==> config.mk <==
export PLATFORM = sky130hd
export DESIGN_NAME = cmd_encoder
export DESIGN_NICKNAME = d
export VERILOG_FILES = /design/src/rtl/cmd_encoder.sv
export SDC_FILE = /design/constraint.sdc
export NUM_CORES = 1
export LEC_CHECK = 0
export CORE_AREA = 5 5 101 79
export CTS_CLUSTER_SIZE = 14
export DETAILED_ROUTE_END_ITERATION = 16
export DIE_AREA = 0 0 106 84
export HOLD_SLACK_MARGIN = 0.1
export PLACE_DENSITY = 0.67
export SYNTH_ARGS = -nofsm -noshare
export SYNTH_HDL_FRONTEND = slang
export SYNTH_SLANG_ARGS = --single-unit
==> constraint.sdc <==
create_clock -name clk -period 4.5 [get_ports clk]
set_input_delay 0.9 -clock clk [delete_from_list [all_inputs] [get_ports clk]]
set_output_delay 0.9 -clock clk [all_outputs]
set_load 0.02 [all_outputs]
==> src/rtl/cmd_encoder.sv <==
// Host command encoder: frames write and convolve requests into a byte
// stream of opcode, memory select, length and payload, or opcode and trigger.
module cmd_encoder #(
  parameter logic [15:0] MAX_LEN = 16'hFFFF
) (
  input  logic        clk,
  input  logic        reset,
  input  logic        req_valid,
  output logic        req_ready,
  input  logic [1:0]  req_op,
  input  logic [2:0]  req_mem,
  input  logic [15:0] req_len,
  input  logic        wr_valid,
  input  logic [7:0]  wr_data,
  output logic        wr_ready,
  output logic        tx_valid,
  output logic [7:0]  tx_data,
  input  logic        tx_ready,
  output logic        busy,
  output logic        done,
  output logic        err
);

  typedef enum logic [2:0] {
    S_IDLE, S_OPC, S_SEL, S_LLSB,
    S_LMSB, S_DATA, S_TRIG, S_FIN
  } state_t;

  state_t      r_state;
  logic [1:0]  r_op;
  logic [2:0]  r_mem;
  logic [15:0] r_len;
  logic [15:0] r_rem;
  logic        r_err;

  logic        w_req_xfer;
  logic        w_tx_xfer;
  logic        w_wr_xfer;
  logic        w_bad;
  logic        w_hdr_st;
  logic        w_data_st;
  logic [7:0]  w_hdr;

  assign w_req_xfer = req_valid && req_ready;
  assign w_tx_xfer  = tx_valid && tx_ready;
  assign w_wr_xfer  = wr_valid && wr_ready;
  assign w_bad      = (req_op == 2'd0) &&
                      ((req_mem > 3'd6) || (req_len > MAX_LEN));

  assign w_hdr_st  = r_state inside {S_OPC, S_SEL, S_LLSB,
                                     S_LMSB, S_TRIG};
  assign w_data_st = (r_state == S_DATA);

  always_comb begin
    w_hdr = 8'h00;
    unique case (r_state)
      S_OPC:   w_hdr = (r_op == 2'd0) ? 8'h19
                                      : {6'b001000, r_op};
      S_SEL:   w_hdr = {5'b0, r_mem};
      S_LLSB:  w_hdr = r_len[7:0];
      S_LMSB:  w_hdr = r_len[15:8];
      default: w_hdr = 8'h00;
    endcase
  end

  // Payload bytes pass straight through, so a held wr byte is a held tx byte
  // and throughput stays at one byte per cycle.
  assign tx_valid  = !reset &&
                     (w_hdr_st || (w_data_st && wr_valid));
  assign tx_data   = reset     ? 8'h00 :
                     w_data_st ? (wr_valid ? wr_data : 8'h00) :
                                 w_hdr;
  assign wr_ready  = !reset && w_data_st && tx_ready;
  assign req_ready = !reset && (r_state == S_IDLE);
  assign busy      = !reset && (r_state != S_IDLE);
  assign done      = !reset && (r_state == S_FIN);
  assign err       = !reset && r_err;

  always_ff @(posedge clk) begin
    if (reset) begin
      r_state <= S_IDLE;
      r_op    <= 2'd0;
      r_mem   <= 3'd0;
      r_len   <= 16'd0;
      r_rem   <= 16'd0;
      r_err   <= 1'b0;
    end else begin
      r_err <= 1'b0;
      unique case (r_state)
        S_IDLE: begin
          if (w_req_xfer) begin
            if (w_bad) begin
              r_err <= 1'b1;
            end else begin
              r_op    <= req_op;
              r_mem   <= req_mem;
              r_len   <= req_len;
              r_rem   <= req_len;
              r_state <= S_OPC;
            end
          end
        end
        S_OPC: if (w_tx_xfer)
          r_state <= (r_op == 2'd0) ? S_SEL : S_TRIG;
        S_SEL: if (w_tx_xfer)
          r_state <= S_LLSB;
        S_LLSB: if (w_tx_xfer)
          r_state <= S_LMSB;
        S_LMSB: if (w_tx_xfer)
          r_state <= (r_len != 16'd0) ? S_DATA : S_FIN;
        S_DATA: begin
          if (w_wr_xfer) begin
            r_rem <= r_rem - 16'd1;
            if (r_rem == 16'd1)
              r_state <= S_FIN;
          end
        end
        S_TRIG: if (w_tx_xfer)
          r_state <= S_FIN;
        S_FIN:
          r_state <= S_IDLE;
        default:
          r_state <= S_IDLE;
      endcase
    end
  end

endmodule

==> impl_summary.txt, run 1 <==
----------------------------------------------------
[Outcome]
  Run status ... completed

[Synthesis]
  Sequential element share of the synthesized area ... a little over a third
  Proportion of register bits with asynchronous set or reset after synthesis ... 0%
  Post-synth EDFFs ... 0
  Mapped cell area ... around 2300 um^2
  Nets in the synthesized netlist ... between 300 and 400
  Yosys synthesis warning count ... 0
  Cell type contributing the most total cell area after synthesis ... sky130_fd_sc_hd__dfxtp_1
  Fraction of synthesized cell area taken by the top area cell type ... 35.0%
  Cells after synthesis ... between 300 and 400
  Dominant cells by area after synthesis ... sky130_fd_sc_hd__dfxtp_1, sky130_fd_sc_hd__nand2_1, sky130_fd_sc_hd__a21oi_1
  Unique cell type count in the Yosys netlist ... 54
  Dominant register cell in the synthesized netlist ... sky130_fd_sc_hd__dfxtp_1
  Mean post-synth cell area ... 7.44 um^2
  Flip-flop and latch count after synthesis ... between 40 and 50

[Global routing]
  GRT Total Usage ... 15.7%
  First-pass GRT wire length ... 11,400 um
  GR Overflow Total ... 0
  Number of global-route vias before repair ... approximately 2,400
  Pin count of the biggest net entering global routing ... 35
  Antenna violations before repair ... 0

[Floorplan]
  Vertical die dimension ... between 80 and 90 um
  Die extent in x ... between 100 and 150 um
  Core region area ... between 7000 and 8000 um^2
  I/O pin count ... 48
  Floorplan die area ... approximately 8900 um^2
  Std-Cell Rows ... 27
  Starting Density ... around a third

[Clock tree]
  CTS tree ... done
  Hold buffer count at CTS ... 0
  Clock Path Buffers ... 2
  Clk sinks ... 41
  Postcts setup bufs ... 0
  Worst-path clk slew ... around 0.08 ns
  Num CTS Buffers ... 5
  Clock root buffer ... sky130_fd_sc_hd__clkbuf_8
  Cts repair resizes ... 0
  Clock H-tree levels ... 2
  Clock insertion delay at the later pin of the skew report ... roughly 0.30 ns

[Final layout]
  Layout fillers ... ~730
  Layout net count ... 385
  Core occupancy in the finished layout ... 41.9%
  Antenna cell count ... 0
  Final Cell Area ... between 2000 and 3000 um^2
  Share of post-route cells with drive strength above 1 ... 7.71%
  Relative area change from synthesis to final layout ... 25.8%

[STA]
  Worst Tran Pin Value ... just under 0.9 ns
  Max frequency ... 278 MHz
  Max-slew headroom ... 42.3%
  Worst Skew ... roughly 0.0048 ns
  Post-route fraction of the period consumed by the critical path ... between 80% and 90%
  Final Hold Fails ... 0
  Setup repair after global routing missed its margin ... false
  Final Critical Period ... around 3.6 ns
  Setup TNS ... 0 ns
  Total setup violations reported at the end of the flow ... 0
  Minimum hold slack ... 0.483 ns
  Max Slew Vio Count ... 0
  Crit path setup slack, layout ... about 0.90 ns

[Setup path]
  Buffers & Inverters on Critical Path ... 2
  Worst Path Max Fanout ... 17
  CP max stage cell ... sky130_fd_sc_hd__clkdlybuf4s50_1
  CP Data Arrival Time ... 2.70 ns
  Worst stage delay on the critical path ... 0.75 ns
  Cells along the critical path ... clkdlybuf4s50_1 -> nor3b_1 -> clkdlybuf4s50_1
  Dominant cell type by count on the critical path ... sky130_fd_sc_hd__clkdlybuf4s50_1
  Cell type group with the largest total delay on the critical path ... buffers and inverters
  Start-to-end type of the worst setup path ... in -> out
  CP Data Required Time ... roughly 3.6 ns
  Critical path origin ... reset
  Setup crit end kind ... primary output
  Critical Path Source Type ... primary input
  Startpoint of the lowest-slack register-to-register path ... r_state[2]

[Min path]
  Hold Path Class ... reg -> reg
  Hold Path Origin ... r_rem[8]

[Routing]
  Total Routed Length ... 6770 um
  1st-iter DRT viols ... 144
  Drc violations ... 0
  Vias/cell ... 5.56
  Number of detailed-routing iterations run before antenna repair ... 5
  Wire length per cell after detailed routing ... between 15 and 20 um
  Routed via count ... approximately 2,400
  Count of antenna-violating nets left after detailed routing ... 0

[Placed design]
  Count of input and output buffers ... 47
  Placement-stage worst setup slack ... roughly 0.86 ns
  Routability Congestion ... between 0.8 and 0.9
  Total cell area at the placement stage ... roughly 2800 um^2
  Half-perimeter wire length after placement ... 5000 um

[Power and ir drop]
  Pwr/cell area ... 287 nW/um^2
  Maximum vdd drop ... around 0.00014 V
  Static leakage ... 1.05 nW

[Job]
  # Max-Cap Violations ... 0

----------------------------------------------------
## tightest hold or removal path, cell delays in order, from the launching register on
cell	delay [ns]
sky130_fd_sc_hd__dfxtp_1	0.31
sky130_fd_sc_hd__o21ai_0	0.07
sky130_fd_sc_hd__a21oi_1	0.06
## state kept, by name, indices dropped and copies added (netlist names)
signal   cells
r_rem       16
r_op         2
r_mem        3
r_err        1
r_state      3
r_len       16
## per-layer routing
metal | part of all wire [%] | GRT usage [%] | vias up
li1 | - | - | 1205
met1 | 48 | 22.2 | 1138
met2 | 44 | 23.7 | 79
met3 | 6.9 | 3.56 | 9
met4 | 1.2 | 4.59 | 0
met5 | 0 | 0 | -
## cells by family (layout without fill, tap and decap cells)
family                     count (synthesis)  count (layout)  share of synthesized area (%)
and+or+nand+nor                          141             141                           29.6
AOI/OAI and AO/OA                        100             100                           28.2
DFF                                       41              41                           35.0
buffers and inverters                     29              64                           5.18
adders and majority gates                  2               2                           1.07
muxes                                      2               2                          0.961
## placed cells by master, fill, tap and decap left out, types with 4 or more instances in the layout
master and count:
sky130_fd_sc_hd__nor2b_1 4, sky130_fd_sc_hd__clkdlybuf4s50_1 47, sky130_fd_sc_hd__a221oi_1 5, sky130_fd_sc_hd__dfxtp_1 41, sky130_fd_sc_hd__a21oi_1 41, sky130_fd_sc_hd__nor3_1 5
sky130_fd_sc_hd__nand3_1 4, sky130_fd_sc_hd__o21ai_0 16, sky130_fd_sc_hd__inv_1 6, sky130_fd_sc_hd__nand2b_1 5, sky130_fd_sc_hd__a31oi_1 4, sky130_fd_sc_hd__nand2_1 66
sky130_fd_sc_hd__clkbuf_8 7, sky130_fd_sc_hd__nor2_1 30
## cell usage after synthesis (2+ instances only)
| library cell | count |
|---|---|
| sky130_fd_sc_hd__nor2_1 | 30 |
| sky130_fd_sc_hd__nand3b_1 | 3 |
| sky130_fd_sc_hd__nor4b_1 | 2 |
| sky130_fd_sc_hd__nand2_1 | 66 |
| sky130_fd_sc_hd__a21boi_0 | 2 |
| sky130_fd_sc_hd__clkbuf_1 | 16 |
| sky130_fd_sc_hd__nand2b_1 | 5 |
| sky130_fd_sc_hd__nor4_1 | 3 |
| sky130_fd_sc_hd__nand4_1 | 3 |
| sky130_fd_sc_hd__a31oi_1 | 4 |
| sky130_fd_sc_hd__a32o_1 | 2 |
| sky130_fd_sc_hd__a31o_2 | 2 |
| sky130_fd_sc_hd__inv_1 | 6 |
| sky130_fd_sc_hd__nor4_4 | 2 |
| sky130_fd_sc_hd__or3_1 | 2 |
| sky130_fd_sc_hd__mux2_2 | 2 |
| sky130_fd_sc_hd__nor3_1 | 5 |
| sky130_fd_sc_hd__ha_1 | 2 |
| sky130_fd_sc_hd__a21oi_2 | 2 |
| sky130_fd_sc_hd__buf_4 | 2 |
| sky130_fd_sc_hd__and3_1 | 2 |
| sky130_fd_sc_hd__a21o_1 | 3 |
| sky130_fd_sc_hd__o32ai_1 | 2 |
| sky130_fd_sc_hd__dfxtp_1 | 41 |
| sky130_fd_sc_hd__a21oi_1 | 41 |
| sky130_fd_sc_hd__a22oi_1 | 2 |
| sky130_fd_sc_hd__a221oi_1 | 5 |
| sky130_fd_sc_hd__nor2b_1 | 4 |
| sky130_fd_sc_hd__nand3_1 | 4 |
| sky130_fd_sc_hd__o221a_2 | 3 |
| sky130_fd_sc_hd__a22o_1 | 2 |
| sky130_fd_sc_hd__buf_2 | 4 |
| sky130_fd_sc_hd__o21ai_0 | 16 |
| sky130_fd_sc_hd__a32oi_1 | 3 |
| sky130_fd_sc_hd__and2_1 | 3 |
## through the flow
stage	std cells	total power, mW
after floorplan	315	0.517
after global placement	429	0.582
after detailed placement	429	0.585
after CTS	437	0.853
after global routing	437	0.893
final	437	0.846
## power breakdown
group | internal [mW] | total, mW | switching [mW] | leakage, nW
clock network | 0.139 | 0.268 | 0.129 | 0.0542
registers | 0.383 | 0.407 | 0.0240 | 0.335
logic | 0.0804 | 0.172 | 0.0913 | 0.664
## final timing paths
check | end | slack [ns] | cells past startpoint
worst max register to register | r_rem[12] | 2.10 | 5
worst max-delay path | done | 0.90 | 3
worst min register to register | r_rem[8] | 0.48 | 2
worst min-delay path | r_rem[8] | 0.48 | 2
## cell type report
class / count / area [um^2] / share of cell area, %
flip-flops and latches: 41 / 821 / 27.9
clock inverters: 1 / 5.00 / 0.170
multi-input cells: 245 / 1400 / 47.5
clock buffers: 7 / 96.3 / 3.27
inverters: 6 / 22.5 / 0.764
repair buffers: 50 / 493 / 16.7
well taps: 87 / 109 / 3.69
No activity file was read; power rests on OpenSTA's default activity.
==> inputs of run 2 (changes only) <==
clock period = 3.56 ns   (was 4.5 ns; I/O delays follow)
==> impl_summary.txt, run 2 (same netlist as run 1, synthesis figures left out) <==
----------------------------------------------------
[Setup path]
  Startpoint of the lowest-slack register-to-register path ... r_rem[0]
  CP Data Required Time ... roughly 2.9 ns
  Critical Path Source Type ... flop
  Setup crit end kind ... primary output
  Start-to-end type of the worst setup path ... reg -> out
  Depth of the worst register-to-register path ... 7
  Worst setup slack for register-to-register paths ... 1.30 ns
  Worst Path Max Fanout ... 22
  Worst reg2reg path endpoint ... r_rem[12]
  CP Data Arrival Time ... 2.49 ns

[Global routing]
  GRT Total Usage ... approximately 15%
  Met2 track utilization from global routing ... around a quarter
  Met3 track demand over resource ... 3.56%
  GR Overflow Total ... 0
  Busiest layer in global routing ... met2
  Pin count of the biggest net entering global routing ... 37
  First-pass GRT wire length ... 11,300 um
  Met1 global-route usage ... roughly 22%
  Antenna violations before repair ... 0
  Number of global-route vias before repair ... approximately 2,400

[Final layout]
  Antenna cell count ... 0
  Layout net count ... 391
  Relative area change from synthesis to final layout ... 28.4%
  Share of post-route cells with drive strength above 1 ... under 10%
  Highest-count cells in the layout ignoring fill and taps ... sky130_fd_sc_hd__nand2_1, sky130_fd_sc_hd__clkdlybuf4s50_1, sky130_fd_sc_hd__a21oi_1, sky130_fd_sc_hd__dfxtp_1, sky130_fd_sc_hd__nor2_1
  Registers with the highest flip-flop counts ... r_len: 16 flops, r_rem: 16 flops
  Most common cell after layout, fill and taps aside ... sky130_fd_sc_hd__nand2_1
  Core occupancy in the finished layout ... between 40 and 50%
  Filler-free cell count of the finished design ... between 400 and 500

[Routing]
  Routed via count ... between 2,000 and 2,500
  1st-iter DRT viols ... 145
  Wire length per cell after detailed routing ... around 15 um
  Total Routed Length ... 6790 um
  Number of detailed-routing iterations run before antenna repair ... 5
  Vias/cell ... roughly 5.6
  Drc violations ... 0
  Count of antenna-violating nets left after detailed routing ... 0

[Clock tree]
  Clock Path Buffers ... 2
  Clock insertion delay at the later pin of the skew report ... about 0.29 ns
  Clock H-tree levels ... 2
  Worst-path clk slew ... approximately 0.08 ns
  Num CTS Buffers ... 5
  Postcts setup bufs ... 0
  CTS tree ... done
  Hold buffer count at CTS ... 0
  Cts repair resizes ... 0
  Clock root buffer ... sky130_fd_sc_hd__clkbuf_8
  Clk sinks ... about 40

[Floorplan]
  I/O pin count ... 48
  Core region area ... between 7000 and 8000 um^2
  Die extent in x ... 106 um
  Floorplan die area ... just under 9000 um^2
  Std-Cell Rows ... 27
  Vertical die dimension ... between 80 and 90 um
  Starting Density ... 33.3%

[Power and ir drop]
  Static leakage ... between 1 and 1.5 nW
  Pwr/cell area ... about 370 nW/um^2
  Maximum vdd drop ... ~0.00017 V

[Min path]
  Hold Path Cell Cnt ... 2
  Hold Path Class ... reg -> reg
  Hold Path Origin ... r_len[5]
  Hold Crit Endpoint ... r_len[5]

[STA]
  Setup TNS ... 0 ns
  Total setup violations reported at the end of the flow ... 0
  Max-slew headroom ... between 50% and 60%
  Max Slew Vio Count ... 0
  Minimum hold slack ... approximately 0.47 ns
  Worst Tran Pin Value ... 0.722 ns
  Max frequency ... 312 MHz
  Setup repair after global routing missed its margin ... false
  Worst Skew ... about 0.0053 ns
  Post-route fraction of the period consumed by the critical path ... 90.0%
  Final Hold Fails ... 0
  Final Critical Period ... approximately 3.2 ns

[Placed design]
  DP Cell Count ... 435
  Routability Congestion ... just over 0.8
  Count of input and output buffers ... 47
  Half-perimeter wire length after placement ... approximately 5000 um

[Outcome]
  Run status ... completed

[Job]
  # Max-Cap Violations ... 0

----------------------------------------------------
## run 2: stage by stage
stage | instance area, um^2 | power [mW] | setup WS (ns)
floorplan | 2340 | 0.654 | 1.25
global route | 3010 | 1.18 | 0.165
global placement | 2890 | 0.742 | 0.455
detailed placement | 2890 | 0.745 | 0.426
CTS | 3010 | 1.13 | 0.377
finish | 3010 | 1.12 | 0.356
## run 2: worst max-delay path, stage by stage (launching register included)
cell	delay (ns)
sky130_fd_sc_hd__dfxtp_1	0.79
sky130_fd_sc_hd__nor2_1	0.14
sky130_fd_sc_hd__and2_1	0.29
sky130_fd_sc_hd__a222oi_1	0.37
sky130_fd_sc_hd__nor2_1	0.07
sky130_fd_sc_hd__clkdlybuf4s50_1	0.54
## run 2: per-layer routing
| metal | up-vias | part of all wire, % |
|---|---|---|
| met2 | 76 | 44 |
| met1 | 1186 | 49 |
| met5 | - | 0 |
| met3 | 7 | 6.2 |
| li1 | 1208 | - |
| met4 | 0 | 0.71 |
## run 2: power breakdown
| part | total [mW] | switching [mW] | leakage (nW) | internal (mW) |
|---|---|---|---|---|
| registers | 0.512 | 0.0282 | 0.335 | 0.484 |
| logic | 0.225 | 0.119 | 0.694 | 0.105 |
| clock network | 0.388 | 0.159 | 0.0585 | 0.229 |
| total | 1.12 | 0.307 | 1.09 | 0.818 |
## run 2: worst max-delay path by stage
stage	from	end	slack, ns	depth (start not counted)
2_1_floorplan	r_state[1]	tx_valid	1.25	4
5_1_grt	r_state[1]	tx_data[2]	0.17	5
4_1_cts	r_state[1]	tx_data[2]	0.38	5
6_report	r_state[1]	tx_data[2]	0.36	5
3_3_place_gp	wr_valid	tx_data[2]	0.46	5
3_5_place_dp	wr_valid	tx_data[2]	0.43	5
## run 2: cell type report
class	count	area, um^2
Multi-Input combinational cell	245	1400
Inverter	6	22.5
Tap cell	87	109
Sequential cell	41	821
Clock inverter	1	30.0
Clock buffer	7	86.3
Timing Repair Buffer	56	538
Fill cell	744	4020
==> RTL change 1: new RTL, config.mk and constraints of run 1 <==
Put a register stage on the output `err`, with the module's reset. The value now appears one clock later. The other outputs are not delayed to match.
--- a/src/rtl/cmd_encoder.sv
+++ b/src/rtl/cmd_encoder.sv
@@ -74,7 +74,13 @@
   assign req_ready = !reset && (r_state == S_IDLE);
   assign busy      = !reset && (r_state != S_IDLE);
   assign done      = !reset && (r_state == S_FIN);
-  assign err       = !reset && r_err;
+  always_ff @(posedge clk) begin
+    if (reset) begin
+      err <= '0;
+    end else begin
+      err <= !reset && r_err;
+    end
+  end
 
   always_ff @(posedge clk) begin
     if (reset) begin
Function: changed (Yosys sat finds a counterexample within 4 cycles, from zero or initial values and one cycle with reset high).
==> RTL change 1 against run 1 <==
- critical path depth increased by 3
- clock skew rose by 0.00071 ns
- die area is the same
- sequential cell count grew 1
- area after synthesis up 0.80%
- power increased by 4.3%
- maximum frequency increased by 1.1%
- via count is 0.70% higher
- wire length increased by 2.2%
- cell area rose by 0.81%
- worst setup slack better by 0.039 ns
==> RTL change 1: results (changes against run 1) <==
* Clk_lat worst skew at 0.30 ns (about the same)
* Total CTS buffers at 5 (unchanged)
* Syn_nets at 354 (+0.85%)
* First-iteration detailed-routing DRC count at 157 (+9.0%)
* Mean Syn Cell Area at 7.425 µm² (-0.15%)
* Leakage power at 0.001064 µW (+1.1%)
* Post-DP HPWL at 5.106 mm (+2.1%)
* Initial Util at 0.3360 (+0.002671)
* Post-synthesis sequential area ratio at 0.3561 (+0.005693)
* Post-DR wirelength/cell at 15.74 µm (+1.5%)
* ANT cells at 0 (unchanged)
* Number of global-route vias before repair at 2214 (-6.5%)
* Tot GR Track Use at 0.1526 (-0.004019)
* Flip-flop and latch area at 840.8 µm² (+2.4%)
* First-pass GRT wire length at 11.13 mm (-2.5%)
* Total Wirelength at 6.926 mm (+2.2%)
* Clk_skew at 0.005506 ns (+0.0007123 ns)
* CP max-delay cell: dfxtp_1
* Post-synthesis mux area share at 0.009539 (-0.00007643)
* Post-synth ARST share at 0 (unchanged)
* Share of cells above drive strength 1 at 0.07649 (-0.0006556)
* Adder-cell area share of the yosys netlist at 0.01060 (-0.00008493)
* Hold Crit Class: reg -> reg
* Largest cells by area after synthesis: dfxtp_1, nand2_1, a21oi_1
* Status: finished, final reports clean
* Max rail drop VDD at 0.1671 mV (+17%)
* # H-tree levels at 2 (unchanged)
* Synth Area in XOR/XNOR at 0 (unchanged)
* Slew HR at 0.4201 (-0.002967)
* Inst Count DP at 432 (+0.70%)
* Clock Path Buffers at 2 (unchanged)
* DP Worst Slack at 1.030 ns (+0.1671 ns)
* Compound-Gate Fraction of Synth Area at 0.2766 (-0.004888)
* Worst path top cell family by delay: simple AND/OR/NAND/NOR gates
* Unique cell type count in the Yosys netlist at 53 (-1.9%)
* Largest net degree at the start of global routing at 36 (+2.9%)
* Final #Nets at 388 (+0.78%)
* Worst Path Arrival at 2.66 ns (-0.04 ns)
* Worst-path maximum fanout at 17 (unchanged)
* Ys Warns at 0 (unchanged)
* Post-synth top cells: nand2_1, a21oi_1, dfxtp_1
* Via-to-Cell Ratio at 5.564 (about the same)
* Fillers at 744 (+2.6%)
* Reg clk slew, reported paths at 0.08 ns (about the same)
* Max incr delay on CP at 0.71 ns (-0.04 ns)
* GPL Wtd Cong at 0.8818 (+3.4%)
* Input/output buffers at 47 (unchanged)
* Largest regs: r_len x16, r_rem x16
* Placed cell areas at 0.002861 mm² (+0.57%)
* CTS Root Cell: clkbuf_8
[RTL change 1: final cells by class]
| class | instances | share of cell area |
|---|---|---|
| flip-flops and latches | 42 | 0.2831 |
| clock inverters | 3 | 0.01348 |
| multi-input cells | 247 | 0.4718 |
| repair buffers | 50 | 0.1643 |
| clock buffers | 5 | 0.02317 |
| well taps | 87 | 0.03665 |
| inverters | 6 | 0.007582 |
[RTL change 1: cells by family (layout without fill, tap and decap cells)]
group | count (synthesis) | in the layout
mux | 2 | 2
buf+inv | 29 | 64
simple gates | 143 | 143
compound gates | 100 | 100
fa+ha+maj | 2 | 2
flops | 42 | 42
[RTL change 1: path summary, 6_finish.rpt]
path / startpoint / end / slack, ns / depth (start not counted)
worst max-delay path: r_state[0]$_SDFFE_PP0P_ / tx_data[2] / 0.94 / 6
worst min-delay path: r_err$_SDFF_PP0_ / err$_SDFF_PP0_ / 0.44 / 1
worst max register to register: r_state[0]$_SDFFE_PP0P_ / r_rem[12]$_SDFFE_PP0P_ / 2.01 / 5
worst min register to register: r_err$_SDFF_PP0_ / err$_SDFF_PP0_ / 0.44 / 1
[RTL change 1: power breakdown]
part	switching, µW	internal (µW)
Clock	132	163
Sequential	23.4	391
Combinational	92.2	79.6
[RTL change 1: worst reg2reg max path, delay by kind of cell (launching register included)]
| kind | cells | cell delay (ns) |
|---|---|---|
| and+or+nand+nor | 3 | 1.00 |
| AOI/OAI and AO/OA | 2 | 0.70 |
| DFF | 1 | 0.71 |
[RTL change 1: metal layers]
layer	GRT usage	wire [µm]	vias to the layer above
li1	-	-	1211
met1	0.2256	3475	1166
met2	0.2274	3018	67
met3	0.03403	401	4
met4	0.02824	31	0
met5	0	0	-
==> RTL change 2: new RTL, flow settings as in run 1 <==
Made on the original files. Change the parameter `MAX_LEN` from 16'hFFFF to 16'h7FFF.
--- a/src/rtl/cmd_encoder.sv
+++ b/src/rtl/cmd_encoder.sv
@@ -1,7 +1,7 @@
 // Host command encoder: frames write and convolve requests into a byte
 // stream of opcode, memory select, length and payload, or opcode and trigger.
 module cmd_encoder #(
-  parameter logic [15:0] MAX_LEN = 16'hFFFF
+  parameter logic [15:0] MAX_LEN = 16'h7FFF
 ) (
   input  logic        clk,
   input  logic        reset,
Check against the original RTL: not equivalent (Yosys sat finds a counterexample within 4 cycles, from zero or initial values and one cycle with reset high).
==> RTL change 2 against run 1 <==
- non-clock buffer count grew 1
- maximum frequency decreased by 5.2%
- hold slack got worse by 0.013 ns
- area after synthesis increased by 0.91%
- first-iteration DRC count is 78% higher
- cell area grew 2.5%
- worst setup slack lost 0.20 ns
- wire length grew 7.3%
- sequential cell count unchanged
Power is not compared: it rests on default switching activity, and its combinational part moved more than twofold at a synthesized area within 25%.
==> RTL change 2: results (changes against run 1) <==
* Status: finished, final reports clean
* Final #Nets at 388 (+0.78%)
* Metal-1 WL at 3.622 mm (+12%)
* R2R setup slack at 2.23 ns (+0.13 ns)
* Largest cells by area after synthesis: dfxtp_1, nand2_1, a21oi_1
* Post-DP HPWL at 5.407 mm (+8.1%)
* First-pass GRT wire length at 12.15 mm (+6.5%)
* Worst-path maximum fanout at 21 (+4)
* Post-synth top cells: nand2_1, dfxtp_1, a21oi_1
* Final std cells w/o fill at 440 (+0.69%)
* Adder-cell area share of the yosys netlist at 0.01059 (-0.00009615)
* First-iteration detailed-routing DRC count at 257 (+78%)
* Placed cell areas at 0.002885 mm² (+1.4%)
* Via-to-Cell Ratio at 5.668 (+1.9%)
* Share of cells above drive strength 1 at 0.07649 (-0.0006556)
* Hold Path Sink: r_mem[1]$_SDFFE_PP0P_
* Post-synthesis sequential area ratio at 0.3473 (-0.003154)
* Hold_sp: r_mem[1]$_SDFFE_PP0P_
* Crit path to: tx_data[1]
* Mean Syn Cell Area at 7.527 µm² (+1.2%)
* WHS at 0.4695 ns (-0.01338 ns)
* Met1 GRT Util at 0.2512 (+0.02932)
* GPL Wtd Cong at 0.8849 (+3.8%)
* Total Wirelength at 7.269 mm (+7.3%)
* Worst Path Arrival at 2.90 ns (+0.20 ns)
## RTL change 2: cell count changes in the layout (fill, tap and decap cells not counted), moves of 3 or more
cell      change
a21oi_1       -4
inv_1         +3
nand2_1       -5
nand2b_1      -3
nand3_1       +4
nor2_1        -5
nor3_1        +6
o221a_2       -3
## RTL change 2: final cells by class
| cell class | instances | area, µm² | share of cell area |
|---|---|---|---|
| Clock buffer | 5 | 68.82 | 0.02279 |
| Clock inverter | 3 | 65.06 | 0.02155 |
| Inverter | 9 | 33.78 | 0.01119 |
| Multi-Input combinational cell | 244 | 1426 | 0.4724 |
| Sequential cell | 41 | 820.8 | 0.2719 |
| Tap cell | 87 | 108.9 | 0.03605 |
| Timing Repair Buffer | 51 | 495.5 | 0.1641 |
## RTL change 2: worst max-delay path, cell delays in order (launching register included)
cell and delay, ns:
dfxtp_1 0.78, and3b_1 0.43, and2_1 0.34, a222oi_1 0.43, nor2_1 0.07, clkdlybuf4s50_1 0.55
